===== src/rtl/cpu_sequencer.sv =====
// Multi-cycle fetch/decode/execute sequencer for the 16-bit core.
// It holds the PC, the instruction register, the ALU and the branch logic, and drives the register file.
module cpu_sequencer #(
   parameter int                  PC_WIDTH = 8,
   parameter logic [PC_WIDTH-1:0] RESET_PC = '0
) (
   input  logic                clock,
   input  logic                reset,
   output logic [PC_WIDTH-1:0] imem_addr,
   input  logic [15:0]         imem_data,
   output logic [2:0]          rs_addr,
   output logic [2:0]          rt_addr,
   output logic [2:0]          rd_addr,
   output logic                rf_write,
   output logic [15:0]         rf_wdata,
   input  logic [15:0]         rs_data,
   input  logic [15:0]         rt_data,
   output logic                halted,
   output logic                illegal
);

   typedef enum logic [2:0] {
      S_FETCH, S_DECODE, S_READ, S_EXEC, S_WB, S_HALTED
   } state_t;

   state_t              r_state;
   logic [PC_WIDTH-1:0] r_pc;
   logic [15:0]         r_ir;
   logic [15:0]         r_result;
   logic                r_rf_write;
   logic                r_halted;
   logic                r_illegal;

   logic [3:0]          w_op;
   logic [15:0]         w_imm6;
   logic [15:0]         w_alu;
   logic [PC_WIDTH-1:0] w_pc_inc;
   logic [PC_WIDTH-1:0] w_br_tgt;
   logic [PC_WIDTH-1:0] w_jmp_tgt;

   assign w_op      = r_ir[15:12];
   assign w_imm6    = {{10{r_ir[5]}}, r_ir[5:0]};
   assign w_pc_inc  = r_pc + PC_WIDTH'(1);
   // Branch offset is relative to the already-incremented PC; wraps mod 2^PC_WIDTH.
   assign w_br_tgt  = w_pc_inc + PC_WIDTH'(w_imm6);
   assign w_jmp_tgt = PC_WIDTH'(r_ir[7:0]);

   assign imem_addr = r_pc;
   assign rs_addr   = r_ir[8:6];
   assign rt_addr   = r_ir[5:3];
   assign rd_addr   = r_ir[11:9];
   assign rf_write  = r_rf_write;
   assign rf_wdata  = r_result;
   assign halted    = r_halted;
   assign illegal   = r_illegal;

   always_comb begin
      w_alu = '0;
      case (w_op)
         4'h1:    w_alu = rs_data + rt_data;
         4'h2:    w_alu = rs_data - rt_data;
         4'h3:    w_alu = rs_data & rt_data;
         4'h4:    w_alu = rs_data | rt_data;
         4'h5:    w_alu = rs_data ^ rt_data;
         4'h6:    w_alu = rs_data << rt_data[3:0];
         4'h7:    w_alu = rs_data >> rt_data[3:0];
         4'h8:    w_alu = rs_data + w_imm6;
         4'h9:    w_alu = {7'd0, r_ir[8:0]};
         default: w_alu = '0;
      endcase
   end

   always_ff @(posedge clock) begin
      if (reset) begin
         r_state    <= S_FETCH;
         r_pc       <= RESET_PC;
         r_ir       <= '0;
         r_result   <= '0;
         r_rf_write <= 1'b0;
         r_halted   <= 1'b0;
         r_illegal  <= 1'b0;
      end else begin
         r_rf_write <= 1'b0;
         case (r_state)
            S_FETCH:  r_state <= S_DECODE;
            S_DECODE: begin
               r_ir    <= imem_data;
               r_state <= S_READ;
            end
            // rf_write stays low here so the register file captures rs/rt this cycle.
            S_READ:   r_state <= S_EXEC;
            S_EXEC: begin
               case (w_op)
                  4'h1, 4'h2, 4'h3, 4'h4, 4'h5, 4'h6, 4'h7, 4'h8, 4'h9: begin
                     r_result   <= w_alu;
                     r_rf_write <= 1'b1;
                     r_state    <= S_WB;
                  end
                  4'hA: begin
                     r_pc    <= (rs_data == 16'd0) ? w_br_tgt : w_pc_inc;
                     r_state <= S_FETCH;
                  end
                  4'hB: begin
                     r_pc    <= w_jmp_tgt;
                     r_state <= S_FETCH;
                  end
                  4'hF: begin
                     r_halted <= 1'b1;
                     r_state  <= S_HALTED;
                  end
                  4'hC, 4'hD, 4'hE: begin
                     r_illegal <= 1'b1;
                     r_pc      <= w_pc_inc;
                     r_state   <= S_FETCH;
                  end
                  default: begin
                     r_pc    <= w_pc_inc;
                     r_state <= S_FETCH;
                  end
               endcase
            end
            S_WB: begin
               r_pc    <= w_pc_inc;
               r_state <= S_FETCH;
            end
            S_HALTED: r_state <= S_HALTED;
            default:  r_state <= S_FETCH;
         endcase
      end
   end

endmodule


===== config.mk =====
export PLATFORM = sky130hd
export DESIGN_NAME = cpu_sequencer
export DESIGN_NICKNAME = d
export VERILOG_FILES = /design/src/rtl/cpu_sequencer.sv
export SDC_FILE = /design/constraint.sdc
export NUM_CORES = 1
export LEC_CHECK = 0
export ABC_CLOCK_PERIOD_IN_PS = 7620
export CELL_PAD_IN_SITES_DETAIL_PLACEMENT = 0
export CELL_PAD_IN_SITES_GLOBAL_PLACEMENT = 1
export CORE_MARGIN = 2
export CORE_UTILIZATION = 45
export DETAILED_ROUTE_END_ITERATION = 16
export PLACE_DENSITY = 0.91
export SETUP_SLACK_MARGIN = 0.02
export SYNTH_ARGS = -nofsm -noshare
export SYNTH_HDL_FRONTEND = slang
export SYNTH_SLANG_ARGS = --single-unit

===== constraint.sdc =====
create_clock -name clock -period 7.62 [get_ports clock]
set_input_delay 2.286 -clock clock [delete_from_list [all_inputs] [get_ports clock]]
set_output_delay 2.286 -clock clock [all_outputs]
set_load 0.01 [all_outputs]

==> out/metrics.csv, run 1 <==
metric;value;unit
status;finished clean;
switching power;0.0003715;W
CTS Root Cell;clkbuf_16;
post-place instance area;7083;um^2
R2R Path End;rf_wdata[13];
Filler Cell Count;1374;
sequential fraction of the synthesis area;14.71;%
total wire length;22620;um
Residual DRC;0;
slew margin rel.;33.90;%
CP startpoint kind;input pin;
H-Tree Depth;2;
clk buf depth;2;
fraction of the mapped netlist area in adder cells;13.03;%
Synth area leaders;dfxtp_1 15%, ha_1 12%, mux4_2 5.8%;
Final nets;994;
syn nets;954;
largest family of logic cells by synthesized area;compound AO/OA/AOI/OAI gates;
Sink Count;46;
Worst Max-Slew Pin Slew;0.9874;ns
Design Area, Final;7236;um^2
total power;0.0009134;W
Clock Pin Slew Worst Setup and Hold Paths;0.07;ns
Die X;122.0;um
IO Count;86;
setup TNS;0;ns
Final Hold Vio Count;0;
Gate power share;43.7;%
hpwl dp;16480;um
most frequent CP cell;ha_1;
Core ar.;13720;um^2
cell row count;43;
post-cts sizing count;0;
Yosys warning total;0;
CP cell instances;clkdlybuf4s50_1 > inv_1 > buf_4 > ha_1 > and2_1 > nand2_1 > or4_1 > a221o_1 > ha_1 > nand4_1 > o221ai_1 > a211oi_1 > o21ai_0 > xnor2_1 > a2111oi_1;
vias in the first global route;6051;
area leader, netlist;dfxtp_1;
Post-CTS Setup Bufs;0;
Crit path max-delay family;compound AO/OA/AOI/OAI gates;
die area;14880;um^2
crit path max fanout;14;
commonest non-fill, non-tap cell in the layout;nand2_1;
period utilisation layout;77.56;%
TritonRoute pass-1 iters;6;
flop-to-flop setup slack;3.50;ns
# hold bufs at CTS;0;
worst hold path class;register to register;
cell count after synthesis;840;
pin count of the biggest net entering global routing;47;
Seq pwr share;29.7;%
DRT iter0 DRCs;884;
critical path endpoint category;register;
Ant. Diodes;0;
Yosys top cell area share;14.71;%
EDFF count, synth;0;
drt wl/cell;21.31;um
most frequent cells in the layout;84 x nand2_1, 83 x clkdlybuf4s50_1, 81 x nor2_1;
Skew-Pair Late Insertion Delay;0.31;ns
Post-Route Skew;0.008884;ns
Cell variety after synth;75;
worst reg2reg startpoint;r_ir[15];
Worst Hold End;halted;
Leak Pwr;2.772;nW
GPL Wtd Cong;1.018;
slowest CP cell;or4_1;
final count of negative-setup-slack endpoints;0;
max_cap viols;0;
starting density of the core;45.65;%
Synth Flop Type;dfxtp_1;
Worst Hold Depth;2;
CTS tree;built;
PD cells;126.2;nW/um^2
cell internal pwr;0.0005419;W
share of layout cells above drive strength 1;6.810;%
Port Buffer Count;85;
RSZ-0062 raised after global routing;false;
fin util;52.74;%
Total GRT Usage;30.05;%
Antenna Nets Post-Route;0;
CTS Buf Count;5;
hold path start;halted;
Clk pwr share;26.6;%
Max VDD drop;0.09087;mV
CP Class;input pin to register;
Max Clock Freq;169.2;MHz
initial antenna violation count;0;
CP required;7.81;ns
Final Max Slew Viols;0;
vias post-DR;6769;
Synth Area in Simple Gates;25.25;%
r2r worst-path depth;12;
Buf/Inv on CP;3;
post-synthesis register bit count;46;
mux share of post-synthesis cell area;9.391;%
sw frac;40.67;%
post-synthesis cell area;6262;um^2
Layout area overhead;15.54;%
mean number of vias per cell;6.380;
XOR/XNOR Fraction of Synth Area;2.657;%
Die Ht;122.0;um
first-pass GRT wire length;34220;um
WP data arrival;6.10;ns
Compound-Gate Fraction of Synth Area;26.59;%
Mapped Avg Cell Area;7.455;um^2
CP peak stage delay;0.43;ns
Overflow after GRT;0;
crit path time final;5.910;ns
FFs w/ async S/R, synth;0;%
==> layer usage <==
layer | part of all wire [%] | GRT usage [%] | vias up
met2 | 43 | 45.11 | 348
met3 | 9.7 | 6.133 | 68
met1 | 43 | 42.17 | 3149
met4 | 3.8 | 11.57 | 0
met5 | 0 | 0 | -
li1 | - | - | 3204
==> registers in the layout, summed over array words and instances (netlist names) <==
name       flops
imem_addr      8
r_state        3
r_ir          16
halted         1
rf_wdata      16
illegal        1
rf_write       1
==> power groups by stage <==
stage / Combinational (W) / Clock, W / Sequential, W
after floorplan: 0.000265 / 0 / 0.000271
after global placement: 0.000389 / 0 / 0.000276
after detailed placement: 0.000389 / 0 / 0.000277
after CTS: 0.000391 / 0.000247 / 0.000271
after global routing: 0.000434 / 0.000253 / 0.000273
final: 0.000399 / 0.000243 / 0.000271
==> Yosys cell counts, types with 17 or more instances <==
library cell,n
a211oi_1,22
ha_1,62
clkbuf_1,27
nor3_1,40
a21oi_1,63
dfxtp_1,46
o21ai_0,41
nor2_1,81
nand2_1,84
buf_2,17
inv_1,48
nand3_1,23
==> cell type report <==
type / count / area, um^2 / area share [%]
inverters: 49 / 183.9 / 2.542
flip-flops and latches: 46 / 920.9 / 12.73
well taps: 180 / 225.2 / 3.113
clock inverters: 3 / 27.53 / 0.3804
repair buffers: 97 / 930.9 / 12.87
multi-input cells: 681 / 4822 / 66.64
clock buffers: 5 / 125.1 / 1.729
==> cells by family after synthesis <==
kind of cell	Yosys count
AND/OR/NAND/NOR	314
buffers and inverters	113
flip-flops	46
multiplexers	38
AO/OA/AOI/OAI	246
adder cells (fa/ha/maj)	64
XOR/XNOR	19
==> worst reg2reg max path, delay by kind of cell (launching register included) <==
kind | cells | cell delay, ns
adders and majority gates | 1 | 0.34
xor gates and xnor gates | 1 | 0.16
and+or+nand+nor | 3 | 1.13
DFF | 1 | 0.44
AOI/OAI and AO/OA | 6 | 1.62
buffers and inverters | 1 | 0.31
==> worst max-delay path by stage <==
| stage | from | endpoint | slack [ns] | cells after the start |
|---|---|---|---|---|
| 2_1_floorplan | rt_data[0] | rf_wdata[13] | 1.89 | 16 |
| 3_3_place_gp | rt_data[1] | rf_wdata[13] | 1.54 | 15 |
| 3_5_place_dp | rt_data[1] | rf_wdata[13] | 1.43 | 15 |
| 4_1_cts | rt_data[1] | rf_wdata[13] | 1.72 | 15 |
| 5_1_grt | rt_data[1] | rf_wdata[13] | 1.43 | 16 |
| 6_report | rt_data[1] | rf_wdata[13] | 1.71 | 15 |
==> metrics by stage <==
stage	hold WS, ns	setup slack [ns]	std cells
6_report	0.4549	1.710	1061
2_1_floorplan	0.4367	1.885	840
3_5_place_dp	0.4452	1.435	1053
4_1_cts	0.4565	1.722	1061
3_3_place_gp	0.4432	1.544	1053
5_1_grt	0.4812	1.425	1061
No activity file was read; power rests on OpenSTA's default activity.
==> run 2: changes to the inputs <==
ABC_CLOCK_PERIOD_IN_PS = 5600   (was 7620)
CORE_UTILIZATION = 42   (was 45)
PLACE_DENSITY = 0.86   (was 0.91)
clock period = 5.6 ns   (was 7.62 ns; I/O delays follow)
==> run 2 against run 1 <==
Hold slack got worse by 0.0094 ns. Via count is 1.0% higher. Clock power rose by 40%. Global-route usage shrank 1.3 points. Combinational power rose by 37%. Largest power group unchanged.
==> out/metrics.csv, run 2 (synthesis results as in run 1) <==
metric;value;unit;change
status;finished clean;;unchanged
worst reg2reg startpoint;r_ir[13];;was r_ir[15]
Leak Pwr;2.804;nW;was 2.772 nW
Final nets;1000;;was 994
clk buf depth;2;;unchanged
Worst Hold End;halted;;unchanged
crit path time final;5.041;ns;
Worst Hold Depth;2;;unchanged
R2R Path End;rf_wdata[13];;unchanged
first-pass GRT wire length;35890;um;was 34220 um
max_cap viols;0;;unchanged
cell row count;44;;was 43
WHS;0.4455;ns;was 0.4549 ns
total power;0.001259;W;was 0.0009134 W
Port Buffer Count;85;;unchanged
CP Class;input pin to register;;unchanged
vias in the first global route;6238;;was 6051
hpwl dp;17340;um;was 16480 um
WP data arrival;5.25;ns;was 6.10 ns
total wire length;23160;um;was 22620 um
CP startpoint kind;input pin;;unchanged
Final Hold Vio Count;0;;unchanged
Layout area overhead;16.32;%;was 15.54%
drt wl/cell;21.63;um;was 21.31 um
mean number of vias per cell;6.387;;was 6.380
crit path max fanout;4;;was 14
GPL Wtd Cong;1.005;;was 1.018
CP peak stage delay;0.51;ns;was 0.43 ns
Post-CTS Setup Bufs;0;;unchanged
critical path endpoint category;register;;unchanged
CTS tree;built;;unchanged
Antenna Nets Post-Route;0;;unchanged
worst hold path class;register to register;;unchanged
share of layout cells above drive strength 1;7.441;%;was 6.810%
Die X;126.1;um;was 122.0 um
Overflow after GRT;0;;unchanged
post-cts sizing count;0;;unchanged
final count of negative-setup-slack endpoints;0;;unchanged
Crit path max-delay family;compound AO/OA/AOI/OAI gates;;unchanged
DRT iter0 DRCs;767;;was 884
CTS Root Cell;clkbuf_16;;unchanged
Core ar.;14530;um^2;was 13720 um^2
Skew-Pair Late Insertion Delay;0.32;ns;was 0.31 ns
die area;15900;um^2;was 14880 um^2
Max Clock Freq;198.4;MHz;
Total GRT Usage;28.71;%;was 30.05%
RSZ-0062 raised after global routing;false;;unchanged
hold path start;halted;;unchanged
commonest non-fill, non-tap cell in the layout;nand2_1;;unchanged
setup TNS;0;ns;unchanged
most frequent cells in the layout;84 x nand2_1, 83 x clkdlybuf4s50_1, 81 x nor2_1;;unchanged
PD cells;172.8;nW/um^2;was 126.2 nW/um^2
IO Count;86;;unchanged
Residual DRC;0;;unchanged
H-Tree Depth;2;;unchanged
CP required;5.81;ns;was 7.81 ns
Die Ht;126.1;um;was 122.0 um
initial antenna violation count;0;;unchanged
Ant. Diodes;0;;unchanged
Clock Pin Slew Worst Setup and Hold Paths;0.09;ns;was 0.07 ns
Worst Max-Slew Pin Slew;1.237;ns;was 0.9874 ns
flop-to-flop setup slack;1.58;ns;was 3.50 ns
Buf/Inv on CP;2;;was 3
most frequent CP cell;ha_1;;unchanged
Final Max Slew Viols;0;;unchanged
slowest CP cell;clkdlybuf4s50_1;;was or4_1
fin util;50.12;%;was 52.74%
r2r worst-path depth;12;;unchanged
vias post-DR;6840;;was 6769
period utilisation layout;90.01;%;
Max VDD drop;0.1080;mV;was 0.09087 mV
# hold bufs at CTS;0;;unchanged
Sink Count;46;;unchanged
CP cell instances;clkdlybuf4s50_1 > inv_1 > ha_1 > and2_1 > nand2_1 > or4_1 > a221o_1 > ha_1 > nand4_1 > o221ai_1 > a211oi_1 > o21ai_0 > xnor2_1 > a2111oi_1;;was clkdlybuf4s50_1 > inv_1 > buf_4 > ha_1 > and2_1 > nand2_1 > or4_1 > a221o_1 > ha_1 > nand4_1 > o221ai_1 > a211oi_1 > o21ai_0 > xnor2_1 > a2111oi_1
pin count of the biggest net entering global routing;40;;was 47
slew margin rel.;17.08;%;was 33.90%
Post-Route Skew;0.01457;ns;was 0.008884 ns
TritonRoute pass-1 iters;5;;was 6
starting density of the core;43.09;%;was 45.65%
CTS Buf Count;5;;unchanged
==> run 2: cell count changes in the layout (fill, tap and decap cells not counted), sizes merged <==
cell,delta
buf,+6
inv,+1
clkinvlp,-1
==> run 2: per-layer routing <==
layer	wire length [um]	vias up	global-route usage, %
met3	2158	48	5.140
met5	0	-	0
li1	-	3229	-
met1	10130	3243	41.14
met4	661	0	9.179
met2	10210	320	43.71
==> run 2: power breakdown <==
| group | total, W | switching (W) | internal (W) |
|---|---|---|---|
| logic | 0.000546 | 0.000321 | 0.000225 |
| registers | 0.000373 | 0.0000277 | 0.000345 |
| clock network | 0.000340 | 0.000169 | 0.000171 |
==> run 2: worst min-delay path, delay by kind of cell (launching register included) <==
kind,cells,cell delay (ns)
flip-flops,1,0.31
AO/OA/AOI/OAI,1,0.05
buffers and inverters,1,0.04
==> run 2: layout make-up <==
| type | instances | area [um^2] |
|---|---|---|
| inverter | 49 | 183.9 |
| sequential | 46 | 920.9 |
| tap | 184 | 230.2 |
| clock inverter | 3 | 26.28 |
| multi-input combinational | 681 | 4822 |
| clock buffer | 5 | 125.1 |
| fill | 1500 | 7249 |
| timing repair buffer | 103 | 975.9 |
==> run 2: metrics by stage <==
stage / instances / cell area, um^2 / setup WS, ns
after global routing: 1071 / 7284 / 0.2837
after detailed placement: 1063 / 7133 / 0.2583
final: 1071 / 7284 / 0.5595
after global placement: 1063 / 7133 / 0.3613
after floorplan: 840 / 6262 / 0.4713
after CTS: 1071 / 7284 / 0.5794
==> run 2: how the worst max path moves through the flow <==
| stage | startpoint | to | slack [ns] | cells past startpoint |
|---|---|---|---|---|
| finish | rt_data[1] | rf_wdata[13] | 0.56 | 14 |
| global route | rt_data[1] | rf_wdata[13] | 0.28 | 14 |
| CTS | rt_data[1] | rf_wdata[13] | 0.58 | 14 |
| detailed placement | rt_data[1] | rf_wdata[13] | 0.26 | 14 |
| global placement | rt_data[1] | rf_wdata[13] | 0.36 | 14 |
| floorplan | rt_data[0] | rf_wdata[13] | 0.47 | 16 |
==> run 3: changes to the inputs <==
CELL_PAD_IN_SITES_DETAIL_PLACEMENT = unset   (was 0)
CELL_PAD_IN_SITES_GLOBAL_PLACEMENT = unset   (was 1)
CORE_UTILIZATION = 50   (was 42)
PLACE_DENSITY = 0.77   (was 0.86)
==> run 3 against run 2 <==
Setup slack lost 0.20 ns. Total power shrank 0.82%. Fmax shrank 3.8%. Non-clock buffer count grew 2. Final cell count shrank 1.3%. Hold slack gained 0.0093 ns. Register-to-register slack lost 0.09 ns. Clock skew shrank 0.0076 ns. Critical path type unchanged. Largest power group unchanged. Highest routed layer unchanged.
==> out/metrics.csv, run 3 (synthesis results as in run 1) <==
metric;value;unit;change
status;finished clean;;unchanged
WP data arrival;5.43;ns;was 5.25 ns
r2r worst-path depth;13;;was 12
Skew-Pair Late Insertion Delay;0.31;ns;was 0.32 ns
DRT iter0 DRCs;765;;was 767
vias post-DR;6909;;was 6840
CTS tree;built;;unchanged
Post-CTS Setup Bufs;0;;unchanged
Ant. Diodes;0;;unchanged
crit path max fanout;4;;unchanged
Filler Cell Count;1164;;was 1500
max_cap viols;0;;unchanged
Sink Count;46;;unchanged
initial antenna violation count;0;;unchanged
Worst Hold Depth;2;;unchanged
Multi-input gate area;4822;um^2;unchanged
Post-Route Skew;0.006991;ns;was 0.01457 ns
CTS Root Cell;clkbuf_16;;unchanged
Leak Pwr;2.811;nW;was 2.804 nW
pin count of the biggest net entering global routing;47;;was 40
Antenna Nets Post-Route;0;;unchanged
Overflow after GRT;0;;unchanged
Clock Pin Slew Worst Setup and Hold Paths;0.08;ns;was 0.09 ns
Layout area overhead;16.26;%;was 16.32%
Final Max Slew Viols;0;;unchanged
first-pass GRT wire length;34610;um;was 35890 um
Total GRT Usage;33.57;%;was 28.71%
Port Buffer Count;85;;unchanged
Worst Max-Slew Pin Slew;1.280;ns;was 1.237 ns
# hold bufs at CTS;0;;unchanged
die area;13440;um^2;was 15900 um^2
R2R Path End;rf_wdata[13];;unchanged
critical path endpoint category;register;;unchanged
Max VDD drop;0.1266;mV;was 0.1080 mV
post-cts sizing count;0;;unchanged
Max Clock Freq;190.9;MHz;was 198.4 MHz
period utilisation layout;93.55;%;was 90.01%
flop-to-flop setup slack;1.49;ns;was 1.58 ns
CTS Buf Count;5;;unchanged
mean number of vias per cell;6.536;;was 6.387
hold path start;halted;;unchanged
H-Tree Depth;2;;unchanged
Final nets;1002;;was 1000
CP Class;input pin to register;;unchanged
commonest non-fill, non-tap cell in the layout;nand2_1;;unchanged
slew margin rel.;14.21;%;was 17.08%
Residual DRC;0;;unchanged
crit path time final;5.239;ns;was 5.041 ns
most frequent cells in the layout;84 x nand2_1, 83 x clkdlybuf4s50_1, 81 x nor2_1;;unchanged
worst reg2reg startpoint;r_ir[13];;unchanged
CP startpoint kind;input pin;;unchanged
RSZ-0062 raised after global routing;false;;unchanged
Reg area;920.9;um^2;unchanged
setup TNS;0;ns;unchanged
drt wl/cell;21.37;um;was 21.63 um
share of layout cells above drive strength 1;7.649;%;was 7.441%
IO Count;86;;unchanged
Core ar.;12110;um^2;was 14530 um^2
starting density of the core;51.70;%;was 43.09%
hpwl dp;16520;um;was 17340 um
Worst Hold End;halted;;unchanged
GPL Wtd Cong;1.070;;was 1.005
Die X;115.9;um;was 126.1 um
worst hold path class;register to register;;unchanged
final count of negative-setup-slack endpoints;0;;unchanged
clk buf depth;2;;unchanged
CP required;5.79;ns;was 5.81 ns
PD cells;171.5;nW/um^2;was 172.8 nW/um^2
total power;0.001248;W;was 0.001259 W
total wire length;22590;um;was 23160 um
cell row count;40;;was 44
Die Ht;115.9;um;was 126.1 um
Final Hold Vio Count;0;;unchanged
vias in the first global route;6332;;was 6238
TritonRoute pass-1 iters;5;;unchanged
[run 3: through the flow]
stage	setup slack [ns]	std cells	hold WS, ns	cell area (um^2)	utilization [%]
floorplan	0.4713	840	0.4367	6262	-
global placement	0.2481	1049	0.4370	7128	58.85
detailed placement	0.1883	1049	0.4468	7128	58.85
CTS	0.4734	1057	0.4570	7281	60.11
global route	0.1294	1057	0.4813	7281	60.11
finish	0.3611	1057	0.4549	7281	60.11
[run 3: critical path, cell delays in order]
cell	delay (ns)
clkdlybuf4s50_1	0.52
inv_1	0.12
ha_1	0.23
and2_1	0.21
nand2_1	0.11
or4_1	0.45
a221o_1	0.38
ha_1	0.34
nand4_1	0.16
o221ai_1	0.13
a211oi_1	0.37
o21ai_0	0.17
xnor2_1	0.16
a2111oi_1	0.38
[run 3: layout make-up]
| type | count | share of cell area (%) |
|---|---|---|
| well taps | 168 | 2.887 |
| inverters | 49 | 2.526 |
| flip-flops and latches | 46 | 12.65 |
| clock buffers | 5 | 1.719 |
| clock inverters | 3 | 0.3781 |
| repair buffers | 105 | 13.61 |
| multi-input cells | 681 | 66.23 |
[run 3: per-layer routing]
layer,global-route usage [%],part of all wire [%],up-vias
met3,7.950,12,71
met4,14.84,4.0,0
li1,-,-,3213
met2,47.80,41,421
met5,0,0,-
met1,48.03,43,3204
[run 3: how the worst max path moves through the flow]
stage | cells after the start | from | to
floorplan | 16 | rt_data[0] | rf_wdata[13]
global placement | 14 | rt_data[1] | rf_wdata[13]
detailed placement | 14 | rt_data[1] | rf_wdata[13]
CTS | 14 | rt_data[1] | rf_wdata[13]
global route | 14 | rt_data[1] | rf_wdata[13]
finish | 14 | rt_data[1] | rf_wdata[13]
[run 3: where the power goes]
part	switching, W	internal [W]
sequential	0.0000278	0.000345
combinational	0.000322	0.000225
clock	0.000159	0.000171
total	0.000508	0.000741
